File: config.mk
export PLATFORM = sky130hd
export DESIGN_NAME = lsu_store_buffer
export DESIGN_NICKNAME = d
export VERILOG_FILES = /design/src/rtl/lsu_store_buffer.sv
export SDC_FILE = /design/constraint.sdc
export NUM_CORES = 1
export LEC_CHECK = 0
export BUFFER_PORTS_ARGS = -buffer_cell sky130_fd_sc_hd__buf_2
export CAP_MARGIN = 20
export CELL_PAD_IN_SITES_DETAIL_PLACEMENT = 1
export CELL_PAD_IN_SITES_GLOBAL_PLACEMENT = 1
export CORE_UTILIZATION = 25
export DETAILED_ROUTE_END_ITERATION = 12
export GPL_ROUTABILITY_DRIVEN = 0
export PLACE_DENSITY_LB_ADDON = 0.08
export SLEW_MARGIN = 0
export SYNTH_ARGS = -nofsm -noshare
export SYNTH_HDL_FRONTEND = slang
export SYNTH_SLANG_ARGS = --single-unit
export TNS_END_PERCENT = 30
File: constraint.sdc
create_clock -name clk_i -period 11.2 [get_ports clk_i]
set_clock_uncertainty 0.05 [all_clocks]
set_input_delay 1.12 -clock clk_i [delete_from_list [all_inputs] [get_ports clk_i]]
set_output_delay 1.12 -clock clk_i [all_outputs]
set_load 0.01 [all_outputs]
File: src/rtl/lsu_store_buffer.sv
// Store buffer between LSU and DCCM: in-order drain, youngest-entry coalescing, combinational per-byte load forwarding.
// Stores are visible one cycle after accept; st_ready drops only when full and not coalescing, and never looks at dccm_wready_i.
module lsu_store_buffer #(
  parameter int XLEN  = 32,
  parameter int DEPTH = 4
) (
  input  logic                       clk_i,
  input  logic                       rst_i,
  input  logic                       st_valid_i,
  output logic                       st_ready_o,
  input  logic [XLEN-1:0]            st_addr_i,
  input  logic [XLEN-1:0]            st_data_i,
  input  logic [XLEN/8-1:0]          st_be_i,
  input  logic                       ld_valid_i,
  input  logic [XLEN-1:0]            ld_addr_i,
  output logic [XLEN-1:0]            ld_fwd_data_o,
  output logic [XLEN/8-1:0]          ld_fwd_be_o,
  output logic                       ld_fwd_hit_o,
  output logic                       ld_fwd_full_o,
  output logic                       dccm_wen_o,
  input  logic                       dccm_wready_i,
  output logic [XLEN-1:0]            dccm_waddr_o,
  output logic [XLEN-1:0]            dccm_wdata_o,
  output logic [XLEN/8-1:0]          dccm_wbe_o,
  output logic                       sb_empty_o,
  output logic [$clog2(DEPTH):0]     sb_count_o
);
  localparam int BE_W  = XLEN / 8;
  localparam int OFS_W = $clog2(BE_W);
  localparam int PTR_W = $clog2(DEPTH);
  localparam int AW    = XLEN - OFS_W;

  logic [DEPTH-1:0][AW-1:0]   addr_q, addr_d;
  logic [DEPTH-1:0][XLEN-1:0] data_q, data_d;
  logic [DEPTH-1:0][BE_W-1:0] be_q, be_d;
  logic [DEPTH-1:0]           vld_q, vld_d;
  logic [PTR_W-1:0]           head_q, head_d, tail_q, tail_d;
  logic [PTR_W:0]             cnt_q, cnt_d;

  logic [PTR_W-1:0] yng;
  logic [AW-1:0]    st_word, ld_word;
  logic             cnt_nz, head_vld, drain, co_match, accept, do_co, do_alloc;
  logic [PTR_W-1:0] fwd_idx;
  logic [BE_W-1:0]  fwd_be;
  logic [XLEN-1:0]  fwd_dat;
  logic             unused_ofs;

  assign unused_ofs = ^{st_addr_i[OFS_W-1:0], ld_addr_i[OFS_W-1:0]};
  assign st_word    = st_addr_i[XLEN-1:OFS_W];
  assign ld_word    = ld_addr_i[XLEN-1:OFS_W];
  assign yng        = tail_q - PTR_W'(1);
  assign cnt_nz     = (cnt_q != '0);
  assign head_vld   = cnt_nz & vld_q[head_q];
  assign drain      = dccm_wen_o & dccm_wready_i;

  // The youngest entry is only the draining one when it is also the head (count==1).
  assign co_match   = cnt_nz & vld_q[yng] & (addr_q[yng] == st_word) & ~(drain & (yng == head_q));
  assign st_ready_o = (cnt_q < (PTR_W+1)'(DEPTH)) | co_match;
  assign accept     = st_valid_i & st_ready_o;
  assign do_co      = accept & (|st_be_i) & co_match;
  assign do_alloc   = accept & (|st_be_i) & ~co_match;

  always_comb begin
    addr_d = addr_q;
    data_d = data_q;
    be_d   = be_q;
    vld_d  = vld_q;
    head_d = head_q;
    tail_d = tail_q;
    cnt_d  = cnt_q;
    if (drain) begin
      vld_d[head_q] = 1'b0;
      be_d[head_q]  = '0;
      head_d        = head_q + PTR_W'(1);
    end
    if (do_co) begin
      for (int b = 0; b < BE_W; b++) begin
        if (st_be_i[b]) data_d[yng][8*b +: 8] = st_data_i[8*b +: 8];
      end
      be_d[yng] = be_q[yng] | st_be_i;
    end
    if (do_alloc) begin
      vld_d[tail_q]  = 1'b1;
      addr_d[tail_q] = st_word;
      data_d[tail_q] = st_data_i;
      be_d[tail_q]   = st_be_i;
      tail_d         = tail_q + PTR_W'(1);
    end
    case ({do_alloc, drain})
      2'b10:   cnt_d = cnt_q + (PTR_W+1)'(1);
      2'b01:   cnt_d = cnt_q - (PTR_W+1)'(1);
      default: cnt_d = cnt_q;
    endcase
  end

  always_ff @(posedge clk_i) begin
    if (rst_i) begin
      addr_q <= '0;
      data_q <= '0;
      be_q   <= '0;
      vld_q  <= '0;
      head_q <= '0;
      tail_q <= '0;
      cnt_q  <= '0;
    end else begin
      addr_q <= addr_d;
      data_q <= data_d;
      be_q   <= be_d;
      vld_q  <= vld_d;
      head_q <= head_d;
      tail_q <= tail_d;
      cnt_q  <= cnt_d;
    end
  end

  // Walk oldest to youngest so later matches overwrite earlier ones per byte.
  always_comb begin
    fwd_be  = '0;
    fwd_dat = '0;
    fwd_idx = head_q;
    for (int i = 0; i < DEPTH; i++) begin
      fwd_idx = head_q + PTR_W'(i);
      if (vld_q[fwd_idx] && (addr_q[fwd_idx] == ld_word)) begin
        for (int b = 0; b < BE_W; b++) begin
          if (be_q[fwd_idx][b]) begin
            fwd_be[b]            = 1'b1;
            fwd_dat[8*b +: 8]    = data_q[fwd_idx][8*b +: 8];
          end
        end
      end
    end
  end

  assign ld_fwd_be_o   = ld_valid_i ? fwd_be : '0;
  assign ld_fwd_data_o = ld_valid_i ? fwd_dat : '0;
  assign ld_fwd_hit_o  = ld_valid_i & (|fwd_be);
  assign ld_fwd_full_o = ld_valid_i & (&fwd_be);

  assign dccm_wen_o   = cnt_nz;
  assign dccm_waddr_o = head_vld ? {addr_q[head_q], {OFS_W{1'b0}}} : '0;
  assign dccm_wdata_o = head_vld ? data_q[head_q] : '0;
  assign dccm_wbe_o   = head_vld ? be_q[head_q] : '0;
  assign sb_empty_o   = ~cnt_nz;
  assign sb_count_o   = cnt_q;
endmodule

**Word level (Yosys, flattened, before mapping)**

Cells that the tools add are included.

- Register bits after elaboration: 275
- Output and inout port bits: 112

- Add/subtract/negate cells: 7
- $lt $le $gt $ge: 10
- Equal/unequal tests: 8
- Mux-type cells: 128
- Bitwise logic cells: 22
- Reductions and logical operators: 12

Operators with widths:

| cell | count |
|---|---|
| 2-to-1 mux 128 bit | 9 |
| bitwise mux 128 bit | 5 |
| 2-to-1 mux 32 bit | 13 |
| demux 32 bit (select 2 bit) | 5 |
| binary-select mux 30 bit (select 2 bit) | 5 |
| binary-select mux 32 bit (select 2 bit) | 4 |
| 2-to-1 mux 30 bit | 6 |
| equality test 30 bit | 5 |
| 2-to-1 mux 8 bit | 17 |
| bitwise mux 120 bit | 1 |
| 2-to-1 mux 16 bit | 4 |
| 2-to-1 mux 4 bit | 16 |
| demux 30 bit (select 2 bit) | 1 |
| binary-select mux 4 bit (select 2 bit) | 5 |
| bitwise mux 16 bit | 2 |
| demux 4 bit (select 2 bit) | 3 |
| 2-to-1 mux 24 bit | 1 |
| 2-to-1 mux 1 bit | 23 |
| < comparator 2 x 3 -> 1 bit (second input constant) | 6 |
| bitwise AND 16 bit | 1 |
| inverter 16 bit | 1 |
| bitwise AND 1 bit | 12 |
| binary-select mux 1 bit (select 2 bit) | 5 |
| bitwise OR 4 bit | 2 |
| 21 further kinds | 35 |

**Longest topological paths before layout**

Gate-level depths: netlist (run 1).

- Depth in word-level cells: 22
- Gate-level depth with buffers: 21
- Gate-level depth less buffers: 15

**Least setup slack after synthesis (run 1)**

No wires, ideal clock.

- Kind: register to output
- Start point: reg head_q[1]
- End point: out ld_fwd_full_o
- Arrival time: 5027 ps
- Required time: 10030 ps
- Slack: 5003 ps
- Stages on the path, launching flop included: 21
- Path buffers: 10
- Cells stage by stage: dfxtp_1 > buf_2 > inv_1 > clkbuf_1 > clkbuf_1 > clkbuf_1 > clkbuf_1 > clkbuf_1 > ha_1 > buf_2 > buf_2 > clkbuf_1 > mux4_2 > xnor2_1 > nand4_1 > nor4_2 > nand4_1 > or2_1 > buf_2 > a31oi_1 > nor4b_1

- Cells in the longest elaborated chain, start to end: 13
- Elaborated cells between the ends (all ways): 57

Ends and longest elaborated chain:

| element | RTL line | text |
|---|---|---|
| from (decl) | 37 | `logic [PTR_W-1:0] head_q, head_d, tail_q, tail_d;` |
| from (signal assigned) | 102 | `head_q <= '0;` |
| from (signal assigned) | 110 | `head_q <= head_d;` |
| branches (longest 10 deep; another with adder 2 x 1 -> 2 bit) | - |  |
| 2-to-1 mux 4 bit * | 123 | `if (vld_q[fwd_idx] && (addr_q[fwd_idx] == ld_word)) begin` |
| AND reduction 4 bit * | 137 | `assign ld_fwd_full_o = ld_valid_i & (&fwd_be);` |
| bitwise AND 1 bit * | 137 |  |
| to (decl) | 19 | `output logic ld_fwd_full_o,` |

Mark *: on every way between the ends. The select of a mux whose other input is x is not followed.

**Worst setup path in the final report (run 1)**

- Start point: reg head_q[0]
- End point: out ld_fwd_data_o[25]

- Cells in the longest elaborated chain, start to end: 12
- Elaborated cells between the ends (all ways): 52

Ends and longest elaborated chain:

| element | RTL line | text |
|---|---|---|
| branches (longest 10 deep; another with adder 2 x 1 -> 2 bit) | - |  |
| 2-to-1 mux 32 bit * | 123 |  |
| 2-to-1 mux 32 bit * | 135 | `assign ld_fwd_data_o = ld_valid_i ? fwd_dat : '0;` |
| to (decl) | 16 | `output logic [XLEN-1:0] ld_fwd_data_o,` |

Marks and branches as above.

==> parameters.txt, run 1 <==
Parameter                              Value

Run status
  Run status ... complete, no violations

Logic synthesis
  Number of distinct library cell variants in the gate-level netlist after synthesis ... 80
  Cell types with the highest counts after synthesis ... 363 x mux2i_1, 321 x nand2_1, 275 x dfxtp_1, 195 x nor2_1, 138 x mux4_2
  Post-synth ARST share ... 0%
  Cell count after synthesis ... ~2400
  Largest cells by area after synthesis ... dfxtp_1 25%, mux2i_1 17%, mux4_2 14%
  Netlist Area Pre-Place ... 21660 um^2
  Number of warnings printed during yosys synthesis ... 0
  Sequential fraction of the synthesis area ... about a quarter
  Portion of synthesized cell area occupied by the leading cell type ... about a quarter
  Post-synth EDFFs ... 0
  Post-synthesis register bit count ... ~280
  Most common cell in the netlist ... mux2i_1
  Post-synthesis average cell area ... 9.215 um^2
  Leading area contributor after synthesis ... dfxtp_1
  Post-synth top flop ... dfxtp_1

Placement
  Placed cell area ... about 23000 um^2
  HPWL after DPL ... about 70 mm
  Buffers on Ports ... 210
  Setup WS pre-CTS ... between 3000 and 4000 ps

Detailed routing
  Iteration-0 DRC Markers ... between 1000 and 1500
  Number of vias per cell ... roughly 5.4
  Routed length on met2 ... roughly 44 mm
  Detailed-route wire length on metal 1 ... between 40 and 50 mm
  Average wire per cell in the routed design ... around 27 um
  Aggregate routed wire length ... roughly 100 mm
  Router iterations before antenna repair ... 5
  Highest metal used ... met5
  Antenna-violating nets left ... 0
  Routed via count ... around 19000
  Post-detailed-route DRC marker count ... 0
  Total met3 wirelength after detailed routing ... 5.112 mm

Final layout
  Synthesis-to-finish area growth ... 14.22%
  Final nets ... 2549
  Proportion of layout cells with a drive suffix above 1 ... 23.98%
  Final core utilization ... 28.96%
  Design Area, Final ... approximately 25000 um^2

Worst setup path
  Most frequent cell on the critical path ... buf_4
  CP max stage delay ... between 800 and 900 ps
  Category of the worst setup path launch point ... register
  Arrival time of the worst setup path ... between 6000 and 7000 ps
  Kind of cell with the highest combined delay on the critical path ... buffers and inverters
  CP max stage cell ... buf_4
  Worst Path Buf+Inv ... 3
  Element type at the critical path end ... output pin
  Data required time of the worst path ... about 10000 ps
  Maximum net fanout on the critical path ... slightly above 60
  Critical path type ... reg2out
  Crit path cell chain ... buf_4 -> buf_4 -> mux4_2 -> xnor2_1 -> o21ai_0 -> nor4_2 -> o211a_1 -> and3_1 -> a211oi_1 -> a2111oi_2 -> buf_2

Timing
  Setup-failing EPs final ... 0
  Max-slew headroom at the worst pin ... 21.69%
  Maximum achievable frequency ... around 0.12 GHz
  Pins Over Slew Limit ... 0
  Worst-Margin Slew ... approximately 1200 ps
  Shortest period the worst path allows ... 8098 ps
  Accumulated negative setup slack ... 0 ps
  Worst Setup Slack, final ... slightly above 3000 ps
  Hold violation count in the final report ... 0
  Share of the clock period used by the worst path after layout ... between 70% and 80%
  RSZ-0062 raised after global routing ... false

Clocking
  CTS Buffer Depth ... 3
  Clock tree from TritonCTS ... yes
  Clock sink total ... around 280
  Hold-fix buffers at CTS ... 0
  Post-CTS Resized ... 0
  Worst-Skew Late Latency ... between 500 and 600 ps
  Clock transition at the registers of the reported paths ... roughly 60 ps
  Max H-tree Level ... 2
  # Post-CTS Setup Buffers ... 0
  Root Driver ... clkbuf_16
  Inserted Clock Buffers ... 39

Floorplan
  Die width ... 296.3 um
  Die Span Y ... between 200 and 300 um
  Initial cell density of the core ... between 20% and 30%
  Core outline area ... between 80000 and 90000 um^2
  Full die area ... roughly 88000 um^2
  Row Count ... about 110
  Ports placed on the boundary ... about 220

Global route
  Initial antenna violation count ... 8
  Global route total overflow ... 0
  Vias in the first global route ... ~20000
  Tot GR Track Use ... 21.96%
  Maximum number of pins on one net before global-route repair ... just over 90
  Global-route wire length before repair ... 141.3 mm

Power
  Static Leakage ... around 9 nW
  Power density cells ... roughly 180 nW/um^2
  Cell-internal power ... between 2 and 3 mW
  Switching power share of the total ... about two fifths
  Register share of total power ... around 28%
  Peak supply drop ... between 100 and 150 uV
  Combinational Power Share ... a little over two fifths
  Net switching power ... roughly 1.8 mW
  Proportion of power drawn by the clock network ... ~29%

Min path
  Path class of the lowest-slack min-delay path ... reg2reg

Job
  Number of maximum-capacitance violations ... 0
==> logic make-up (layout without fill, tap and decap cells) <==
kind of cell             Yosys count  in the layout  share of synthesized area (%)
adder cells (fa/ha/maj)           10             10                         0.6124
AO/OA/AOI/OAI                    389            389                          13.74
XOR/XNOR                         119            119                          4.813
AND/OR/NAND/NOR                  722            722                          15.03
buffers and inverters            267            381                          5.743
other                              1              3                        0.01732
multiplexers                     567            567                          34.62
flip-flops                       275            275                          25.42
==> power by group through the flow <==
| stage | clock network (mW) | logic (mW) | registers, mW |
|---|---|---|---|
| finish | 1.26 | 1.93 | 1.22 |
| global route | 1.34 | 2.07 | 1.24 |
| floorplan | 0 | 1.48 | 1.16 |
| detailed placement | 0 | 1.94 | 1.24 |
| global placement | 0 | 1.91 | 1.23 |
| CTS | 1.31 | 1.94 | 1.22 |
==> sequential cells by signal, summed over array words and instances, names as in the netlist <==
register and cells:
sb_count_o 3, addr_q 120, vld_q 4, data_q 128, tail_q 2, head_q 2
be_q 16
==> worst reg2reg max path, cell delays in order, from the launching register on <==
cell and delay [ps]:
dfxtp_2 310, buf_4 410, inv_1 150, ha_2 500, buf_4 570, mux4_2 470, xnor2_1 640, nand4_1 230
nor4_1 820, and2_1 450, nor2_1 200, inv_1 430, ha_1 300, inv_1 60, fa_1 380, xor2_1 160
or3_1 310, a21oi_1 150
==> cell type report <==
class | instances | area (um^2)
fillers | 9926 | 60680
multi-input cells | 1809 | 14970
flip-flops and latches | 275 | 5514
well taps | 1144 | 1431
repair buffers | 240 | 1279
clock buffers | 62 | 1215
inverters | 69 | 262.8
clock inverters | 10 | 65.06
diodes | 1 | 2.502
==> metrics by stage <==
stage               cells  hold slack, ps  power, mW
global route         3610           457.4      4.651
global placement     3537           412.0      3.136
finish               3610           432.8      4.409
detailed placement   3537           422.8      3.181
CTS                  3609           430.5      4.476
floorplan            2351           395.6      2.634
==> layer usage <==
metal / up-vias / GRT usage, %
met5: - / 0
met4: 6 / 5.695
met3: 122 / 3.669
met2: 478 / 34.64
met1: 10050 / 30.81
li1: 8815 / -
==> layout by cell type (no fill, tap or decap), drive strengths merged, types with 19 or more instances in the layout <==
master	n
a211oi	44
a21oi	92
and2	23
buf	240
clkbuf	62
dfxtp	275
inv	67
mux2	61
mux2i	368
mux4	138
nand2	321
nand3	28
nand4	25
nor2	195
nor3	29
nor4	19
o21ai	60
o221a	25
o22ai	21
or2	31
xnor2	95
xor2	24
==> final timing paths <==
| check | startpoint | endpoint | slack, ps | cells past startpoint |
|---|---|---|---|---|
| max reg2reg | tail_q[0] | sb_count_o[2] | 4560 | 17 |
| min reg2reg | data_q[105] | data_q[105] | 430 | 2 |
| max | head_q[0] | ld_fwd_data_o[25] | 3100 | 11 |
| min | data_q[105] | data_q[105] | 430 | 2 |
Power figures use the tool's default switching activity.
==> run 2: changes to the inputs <==
==> constraint.sdc (replaced) <==
create_clock -name clk_i -period 7.8 [get_ports clk_i]
set_clock_uncertainty 0.05 [all_clocks]
set_input_delay 0.78 -clock clk_i [delete_from_list [all_inputs] [get_ports clk_i]]
set_output_delay 0.78 -clock clk_i [all_outputs]
set_load 0.01 [all_outputs]
==> run 2 against run 1 <==
Die area is the same. Critical path depth increased by 2. Worst setup slack got worse by 2200 ps. Clock power grew 52%. Sequential power increased by 43%. Flip-flop and latch count is the same. Critical path type unchanged. Largest cell class unchanged.
==> parameters.txt, run 2 (synthesis gave the netlist of run 1 again) <==
Parameter                              Value

Detailed routing
  Post-detailed-route DRC marker count ... 0 (unchanged)
  Routed via count ... 19450 (was 19470)
  Aggregate routed wire length ... 97.60 mm (was 98.07 mm)
  Average wire per cell in the routed design ... 27.00 um (was 27.17 um)
  Number of vias per cell ... 5.380 (was 5.394)
  Antenna-violating nets left ... 0 (unchanged)
  Router iterations before antenna repair ... 7 (was 5)
  Iteration-0 DRC Markers ... 1166 (was 1221)

Worst setup path
  Critical path type ... reg2out (unchanged)
  Worst Path Buf+Inv ... 4 (was 3)
  Category of the worst setup path launch point ... register (unchanged)
  Worst R2R Path Depth ... 16 (was 17)
  Terminus of the critical flop-to-flop path ... sb_count_o[2] (unchanged)
  Kind of cell with the highest combined delay on the critical path ... simple AND/OR/NAND/NOR gates (was buffers and inverters)
  Data required time of the worst path ... 6970 ps (was 10030 ps)
  Maximum net fanout on the critical path ... 50 (was 62)
  Element type at the critical path end ... output pin (unchanged)
  CP max stage cell ... dfxtp_4 (was buf_4)
  R2r startpoint ... tail_q[1] (was tail_q[0])
  CP max stage delay ... 880 ps (was 870 ps)
  Most frequent cell on the critical path ... buf_4 (unchanged)
  Crit path cell chain ... clkinv_2 -> ha_4 -> buf_4 -> nor2_1 -> a32oi_1 -> or4b_1 -> nor4_1 -> and4b_1 -> and3_1 -> buf_4 -> a211oi_1 -> a2111oi_2 -> buf_2 (was buf_4 -> buf_4 -> mux4_2 -> xnor2_1 -> o21ai_0 -> nor4_2 -> o211a_1 -> and3_1 -> a211oi_1 -> a2111oi_2 -> buf_2)
  Worst reg-to-reg setup slack ... 1680 ps (was 4560 ps)
  Arrival time of the worst setup path ... 6030 ps (was 6930 ps)

Final layout
  Final nets ... 2555 (was 2549)
  Commonest non-fill, non-tap cells in the layout ... 363 x mux2i_1, 320 x nand2_1, 272 x dfxtp_1, 209 x buf_2, 195 x nor2_1 (unchanged)
  Final core utilization ... 29.18% (was 28.96%)
  Synthesis-to-finish area growth ... 15.10% (was 14.22%)
  Number of filler cells placed in the layout ... 9869 (was 9926)
  Leading cell type in the layout, fill and taps excluded ... mux2i_1 (unchanged)
  Register bank with the most flops ... data_q (unchanged)
  Top Registers ... data_q: 128 flops, addr_q: 120 flops, be_q: 16 flops (unchanged)
  Proportion of layout cells with a drive suffix above 1 ... 24.16% (was 23.98%)
  Number of flip-flops in the largest register ... 128 (unchanged)

Global route
  Global route total overflow ... 0 (unchanged)
  Met2 Track Usage GR ... 34.40% (was 34.64%)
  Tot GR Track Use ... 21.96% (about the same)
  Vias in the first global route ... 19990 (was 20110)
  Global-route wire length before repair ... 140.4 mm (was 141.3 mm)
  Met3 global-route usage ... 3.758% (was 3.669%)
  Initial antenna violation count ... 11 (was 8)
  Routing layer with the top usage in global route ... met2 (unchanged)
  Maximum number of pins on one net before global-route repair ... 97 (was 93)
  GR met1 Demand/Resource ... 30.82% (was 30.81%)

Clocking
  Hold-fix buffers at CTS ... 0 (unchanged)
  Clock transition at the registers of the reported paths ... 50 ps (was 60 ps)
  Max H-tree Level ... 2 (unchanged)
  CTS Buffer Depth ... 3 (unchanged)
  Post-CTS Resized ... 0 (unchanged)
  Root Driver ... clkbuf_16 (unchanged)
  Clock tree from TritonCTS ... yes (unchanged)
  Inserted Clock Buffers ... 39 (unchanged)
  Clock sink total ... 275 (unchanged)
  # Post-CTS Setup Buffers ... 0 (unchanged)
  Worst-Skew Late Latency ... 590 ps (about the same)

Timing
  Worst-Margin Slew ... 1249 ps (was 1175 ps)
  Accumulated negative setup slack ... 0 ps (unchanged)
  Pins Over Slew Limit ... 0 (unchanged)
  Maximum achievable frequency ... 0.1457 GHz
  Max-slew headroom at the worst pin ... 16.72% (was 21.69%)
  RSZ-0062 raised after global routing ... false (unchanged)
  Share of the clock period used by the worst path after layout ... between 80% and 90%
  Setup-failing EPs final ... 0 (unchanged)
  Hold violation count in the final report ... 0 (unchanged)
  Shortest period the worst path allows ... 6864 ps

Min path
  Launch instance of the worst min-delay path ... data_q[108] (was data_q[105])
  Cell count of the worst hold path ... 2 (unchanged)
  Path class of the lowest-slack min-delay path ... reg2reg (unchanged)
  Capture endpoint of the worst hold path ... data_q[108] (was data_q[105])

Floorplan
  Core outline area ... 85410 um^2 (unchanged)
  Ports placed on the boundary ... 217 (unchanged)
  Die width ... 296.3 um (unchanged)
  Full die area ... 87800 um^2 (unchanged)
  Initial cell density of the core ... 25.35% (unchanged)
  Row Count ... 107 (unchanged)
  Die Span Y ... 296.3 um (unchanged)

Job
  Number of maximum-capacitance violations ... 0 (unchanged)

Placement
  Buffers on Ports ... 210 (unchanged)
  HPWL after DPL ... 71.60 mm (was 71.62 mm)

Power
  Peak supply drop ... 181.3 uV (was 123.8 uV)
  Static Leakage ... 9.110 nW (was 9.034 nW)
  Power density cells ... 259.8 nW/um^2 (was 178.2 nW/um^2)

Run status
  Run status ... complete, no violations (unchanged)
==> run 2: changes by cell type in the layout (fill, tap and decap cells not counted), sizes merged <==
cell / previous run / this run
bufinv: 0 / 5
buf: 240 / 246
clkinv: 12 / 10
clkinvlp: 0 / 1
diode: 1 / 4
clkbuf: 62 / 54
==> run 2: layout make-up <==
cell class / count / area [um^2] / area share (%)
diodes: 4 / 10.01 / 0.04016
clock inverters: 14 / 237.7 / 0.9537
repair buffers: 246 / 1389 / 5.572
inverters: 69 / 262.8 / 1.054
multi-input cells: 1809 / 14960 / 60.01
clock buffers: 54 / 1122 / 4.503
flip-flops and latches: 275 / 5514 / 22.12
well taps: 1144 / 1431 / 5.742
==> run 2: report_power, final <==
group / internal (mW) / total (mW) / switching, mW / leakage, nW
combinational: 1.10 / 2.82 / 1.71 / 6.21
clock: 1.17 / 1.92 / 0.751 / 0.666
sequential: 1.54 / 1.74 / 0.196 / 2.23
total: 3.82 / 6.48 / 2.66 / 9.11
==> run 2: stage by stage <==
stage	total power, mW	cell area (um^2)	setup slack [ps]	instances	hold WS [ps]
global route	6.812	24920	712.3	3612	432.8
global placement	4.528	23500	1568	3541	410.5
floorplan	3.782	21660	1943	2351	395.6
finish	6.475	24930	936.2	3615	427.9
detailed placement	4.576	23500	1555	3541	423.8
CTS	6.546	24860	928.8	3609	413.4
==> run 2: worst max path at each step <==
stage                     depth (start not counted)  startpoint  slack [ps]                end
after floorplan                                  20   head_q[1]        1940      ld_fwd_full_o
after global placement                           13   head_q[1]        1570  ld_fwd_data_o[26]
after detailed placement                         13   head_q[1]        1550  ld_fwd_data_o[26]
after CTS                                        13   head_q[1]         930  ld_fwd_data_o[26]
after global routing                             13   head_q[1]         710  ld_fwd_data_o[29]
final                                            13   head_q[1]         940  ld_fwd_data_o[26]
==> run 2: worst reg2reg max path, cell delays in order (launching register included) <==
cell and delay (ps):
dfxtp_1 350, inv_1 90, ha_2 840, buf_4 290, mux4_2 310, xnor2_1 220, nand4_1 420, nor4_1 980
and2_1 460, nor2_1 220, inv_1 450, ha_1 290, inv_1 60, fa_1 380, xor2_1 160, or3_1 300
a21oi_1 160
==> run 2: layer usage <==
layer / vias up / routed length, um
met5: - / 24
li1: 8827 / -
met1: 10020 / 46470
met4: 4 / 2517
met3: 124 / 5137
met2: 471 / 43450
